File: config.mk
export PLATFORM = sky130hd
export DESIGN_NAME = if_fetch_stage
export DESIGN_NICKNAME = d
export VERILOG_FILES = /design/src/rtl/if_fetch_stage.sv
export SDC_FILE = /design/constraint.sdc
export NUM_CORES = 1
export LEC_CHECK = 0
export ABC_CLOCK_PERIOD_IN_PS = 2480
export CAP_MARGIN = 5
export CORE_AREA = 2 2 123 125
export DETAILED_ROUTE_END_ITERATION = 12
export DIE_AREA = 0 0 125 127
export HOLD_SLACK_MARGIN = 0.02
export PLACE_DENSITY = 0.82
export SLEW_MARGIN = 10
export SYNTH_ARGS = -nofsm -noshare
export SYNTH_HDL_FRONTEND = slang
export SYNTH_SLANG_ARGS = --single-unit
File: constraint.sdc
create_clock -name clock -period 2.48 [get_ports clock]
set_clock_uncertainty 0.05 [all_clocks]
set_input_delay 0.248 -clock clock [delete_from_list [all_inputs] [get_ports clock]]
set_output_delay 0.248 -clock clock [all_outputs]
set_load 0.05 [all_outputs]
File: src/rtl/if_fetch_stage.sv
// Instruction fetch stage: keeps the PC, talks to instruction memory with a
// req/ready handshake and hands one registered instruction per cycle to IF/ID.
// A redirect flushes the buffered instruction. A request still in flight is
// drained before the new target is fetched, so the memory never sees its
// address change under a pending request.
module if_fetch_stage #(
  parameter logic [31:0] RESET_PC = 32'h0000_0000
) (
  input  logic        clock,
  input  logic        reset,
  input  logic        Stall,
  input  logic        Redirect,
  input  logic [31:0] RedirectPc,
  output logic        IMemReq,
  output logic [31:0] IMemAddr,
  input  logic        IMemReady,
  input  logic [31:0] IMemData,
  output logic [31:0] Inst,
  output logic [31:0] PcPlusFour,
  output logic        InstValid
);

  typedef enum logic [1:0] {
    S_FETCH = 2'd0,
    S_READY = 2'd1,
    S_DRAIN = 2'd2
  } state_t;

  state_t      state_q, state_d;
  logic [31:0] pc_q, pc_d;
  logic [31:0] buf_q, buf_d;
  logic [31:0] buf_pc4_q, buf_pc4_d;
  logic [31:0] drain_addr_q, drain_addr_d;

  logic        mem_req;
  logic [31:0] mem_addr;
  logic [31:0] pc_plus4;
  logic [31:0] redirect_pc;

  // The add wraps naturally modulo 2^32 (FFFF_FFFC + 4 -> 0).
  assign pc_plus4    = pc_q + 32'd4;
  assign redirect_pc = RedirectPc & ~32'd3;

  // State register, PC, instruction buffer and the address of a request
  // being drained.
  // NOTE: clocked state uses non-blocking assignments so every register
  // samples the pre-edge values computed by the combinational block.
  always_ff @(posedge clock) begin
    if (reset) begin
      state_q      <= S_FETCH;
      pc_q         <= RESET_PC & ~32'd3;
      buf_q        <= 32'h0;
      buf_pc4_q    <= 32'h0;
      drain_addr_q <= 32'h0;
    end else begin
      state_q      <= state_d;
      pc_q         <= pc_d;
      buf_q        <= buf_d;
      buf_pc4_q    <= buf_pc4_d;
      drain_addr_q <= drain_addr_d;
    end
  end

  // Next-state logic and memory request; Redirect takes priority everywhere.
  // NOTE: every signal gets a default first so no path leaves one
  // unassigned, which would otherwise infer a latch.
  always_comb begin
    state_d      = state_q;
    pc_d         = pc_q;
    buf_d        = buf_q;
    buf_pc4_d    = buf_pc4_q;
    drain_addr_d = drain_addr_q;
    mem_req      = 1'b0;
    mem_addr     = pc_q;

    unique case (state_q)
      S_FETCH: begin
        mem_req  = 1'b1;
        mem_addr = pc_q;
        if (Redirect) begin
          pc_d      = redirect_pc;
          buf_d     = 32'h0;
          buf_pc4_d = 32'h0;
          if (IMemReady) begin
            // Returned word belongs to the old path: drop it.
            state_d = S_FETCH;
          end else begin
            // Keep presenting the old address until memory answers.
            drain_addr_d = pc_q;
            state_d      = S_DRAIN;
          end
        end else if (IMemReady) begin
          buf_d     = IMemData;
          buf_pc4_d = pc_plus4;
          pc_d      = pc_plus4;
          state_d   = S_READY;
        end
      end

      S_READY: begin
        if (Redirect) begin
          // No new request is issued, so nothing is left in flight.
          pc_d      = redirect_pc;
          buf_d     = 32'h0;
          buf_pc4_d = 32'h0;
          state_d   = S_FETCH;
        end else if (!Stall) begin
          mem_req  = 1'b1;
          mem_addr = pc_q;
          if (IMemReady) begin
            buf_d     = IMemData;
            buf_pc4_d = pc_plus4;
            pc_d      = pc_plus4;
          end else begin
            // PC is unchanged, so FETCH keeps the same address presented.
            state_d = S_FETCH;
          end
        end
      end

      S_DRAIN: begin
        mem_req  = 1'b1;
        mem_addr = drain_addr_q;
        if (Redirect) begin
          pc_d = redirect_pc;
        end
        if (IMemReady) begin
          state_d = S_FETCH;
        end
      end

      default: begin
        state_d = S_FETCH;
      end
    endcase
  end

  assign IMemReq    = mem_req & ~reset;
  assign IMemAddr   = mem_addr;
  assign InstValid  = (state_q == S_READY) && !reset;
  assign Inst       = InstValid ? buf_q : 32'h0;
  assign PcPlusFour = InstValid ? buf_pc4_q : 32'h0;

endmodule

==> flow_summary_export.csv, run 1 <==
group,metric,value,unit
route,ant_nets,0,
timing,tightest_slew,701,ps
place,hpwl,14200,um
place,globalplace.congestion,0.946,
synthesis,synth_area,6470,sq um
synthesis,synth.area.top_cells,"dfxtp_1 (39%), nand2_1 (8.9%), and2_1 (6.8%)",
timing,period_minus_slack,2360,ps
grt,met2_usage,0.412,
pwr,power.leakage,3.56,nW
timing,setup_tns,0,ps
cts,path_clk_slew,50,ps
route,avgViaCountPerCell,5.57,
synthesis,yosys_warnings,0,
route,wirelength,20200,um
synthesis,synth_async_sr_flop_share,0,
grt,grt.met3_usage,0.0498,
synthesis,synthDistinctLibCells,55,
timing,final-hold-violation-count,0,
worst_hold_path,min-delay-start,"reset",
timing,fin_crit_sh,0.952,
critical_path,path_class,"reg -> reg",
grt,track_usage,0.250,
cts,cts.path.max_buffers,2,
timing,slew_headroom,0.528,
die,die_y,127,um
critical_path,crit_path_end_kind,"flop",
cts,cts_made_buffers,17,
route,avgRoutedWirePerCell,17.1,um
place,dpl-instance-area,9090,sq um
critical_path,worstPathArrival,2660,ps
synthesis,seq_area_frac_synth,0.387,
grt,grt_pass1_vias,6213,
timing,fmax,424,MHz
grt,grt_util_met1,0.320,
synthesis,ys_ff_latch,125,
route,drt_iter0_markers,651,
critical_path,crit_required,2780,ps
timing,setup_viol,0,
flow_run,max_cap_violations,0,
cts,clk_latency,420,ps
critical_path,cp-startpoint,"pc_q[12]",
layout,diodes,0,
cts,htreeDepth,4,
grt,grt_overflow,0,
timing,rsz0062_at_grt,"no",
critical_path,path_max_fanout,5,
layout,areaGrowthSynthToFinish,48.5,%
synthesis,yosys.cell_count.top_type,"nand2_1",
grt,grt.busiest_layer,"met2",
route,first_pass_iters,5,
synthesis,synth-edff-count,0,
place,portBuffers,162,
layout,drive_gt1_frac,0.210,
die,initial_core_util,0.448,
critical_path,crit_path_max_incr_delay,590,ps
synthesis,synthCells,837,
outcome,status,"finished clean",
layout,finish.utilization,0.666,
pwr,p_per_area,551,nW/um^2
route,num_vias,6581,
synthesis,ys_top_cells_by_count,"nand2_1 (154), dfxtp_1 (125), a21oi_1 (81), clkbuf_1 (72), and2_1 (70)",
synthesis,synth_top_area_cell,"dfxtp_1",
synthesis,avgSynthCellArea,7.73,sq um
synthesis,synthFlopType,"dfxtp_1",
cts,cts_setup_buffers,0,
critical_path,path_cells,"inv_1 -> or4_4 -> or4_4 -> or4_4 -> o211ai_2",
layout,fin_nets,1059,
critical_path,crit_slowest_cell,"or4_4",
die,die_w,125,um
cts,cts_num_sinks,125,
critical_path,timing.critical_path.mode_cell,"or4_4",
pwr,ir_worst_vdd,0.000454,V
layout,postLayoutCellArea,9600,sq um
grt,grt_start_max_net_pins,65,
worst_hold_path,hold_depth,2,
synthesis,synth_top_area_share,0.387,
cts,cts_tree,"yes",
grt,grt_pass1_wl,32000,um
critical_path,rr_worst_depth,5,
route,route.detailed.drc,0,
die,die_area,15900,sq um
die,io_pins,167,
die,core_area,14400,sq um
worst_hold_path,worstHoldPathType,"in -> reg",
cts,root_buffer,"clkbuf_16",
die,rows,44,
critical_path,startpoint_type,"flop",
cts,cts_resized,0,
grt,antenna_found_initial,0,
timing,final_max_slew_viol_count,0,
critical_path,regToRegStartpoint,"pc_q[12]",
cts,cts-hold-fix-buffers,0,
## worst max-delay path, delay by kind of cell, from the launching register on
kind	cells	cell delay, ps
DFF	1	370
buffers and inverters	1	110
and+or+nand+nor	3	1670
AOI/OAI and AO/OA	1	80
## where the power goes
group	switching (mW)	internal, mW	total, mW
clock network	0.824	1.35	2.18
registers	0.0684	2.10	2.17
logic	0.554	0.394	0.948
total	1.45	3.84	5.29
## cells in the final DEF, fill, tap and decap left out, types with 11 or more instances in the layout
cell / count
clkbuf_16: 17
nor3_1: 17
nand4_1: 14
o21ai_0: 50
nand3b_1: 36
a22oi_1: 13
nand2_1: 154
nor2_1: 30
clkdlybuf4s50_1: 65
xor2_1: 11
dfxtp_1: 125
buf_4: 78
a21oi_1: 81
and2_1: 70
xnor2_1: 17
nand3_1: 19
mux2_2: 24
buf_12: 73
## flip-flops by register name, summed over array words and instances, names as in the netlist
name and cells:
buf_pc4_q 31, buf_q 32, drain_addr_q 30, pc_q 30, state_q 2
## final cells by class
| cell class | count | area [sq um] |
|---|---|---|
| repair buffers | 216 | 2700 |
| clock inverters | 2 | 10.0 |
| well taps | 184 | 230 |
| flip-flops and latches | 125 | 2500 |
| fillers | 1134 | 4820 |
| clock buffers | 26 | 499 |
| multi-input cells | 620 | 3630 |
| inverters | 9 | 33.8 |
## per-stage QoR
stage                     instances  power [mW]  setup slack [ps]  hold WS [ps]
after floorplan                 838        2.75              8.90           337
after global placement         1154        3.12               179           376
after detailed placement       1154        3.14               138           387
after CTS                      1182        5.31               135           148
after global routing           1182        5.46              58.7           171
final                          1182        5.29               119           167
## final timing paths
check        slack, ps            end
min reg2reg        390  buf_pc4_q[26]
max reg2reg        120       pc_q[31]
min                170       pc_q[14]
max                120       pc_q[31]
## per-layer routing
layer  routed length [um]  share of wire  vias to the layer above
li1                     -              -                     3167
met1                 8230           0.41                     3019
met2                 9780           0.48                      342
met3                 1570          0.078                       53
met4                  603          0.030                        0
met5                    0              0                        -
## cells by family after synthesis
kind of cell,count (synthesis),share of synthesized area
other,1,0.000580
adder cells (fa/ha/maj),1,0.00193
buffers and inverters,93,0.0575
AO/OA/AOI/OAI,188,0.171
AND/OR/NAND/NOR,375,0.300
multiplexers,26,0.0449
XOR/XNOR,28,0.0379
flip-flops,125,0.387
Note: power is estimated with default switching activity, not from simulation.
==> inputs of run 2 (changes only) <==
- CTS_CLUSTER_SIZE: not set -> 40
==> results of run 2 <==
The final DEF is identical to that of run 1; final timing and power are the same.
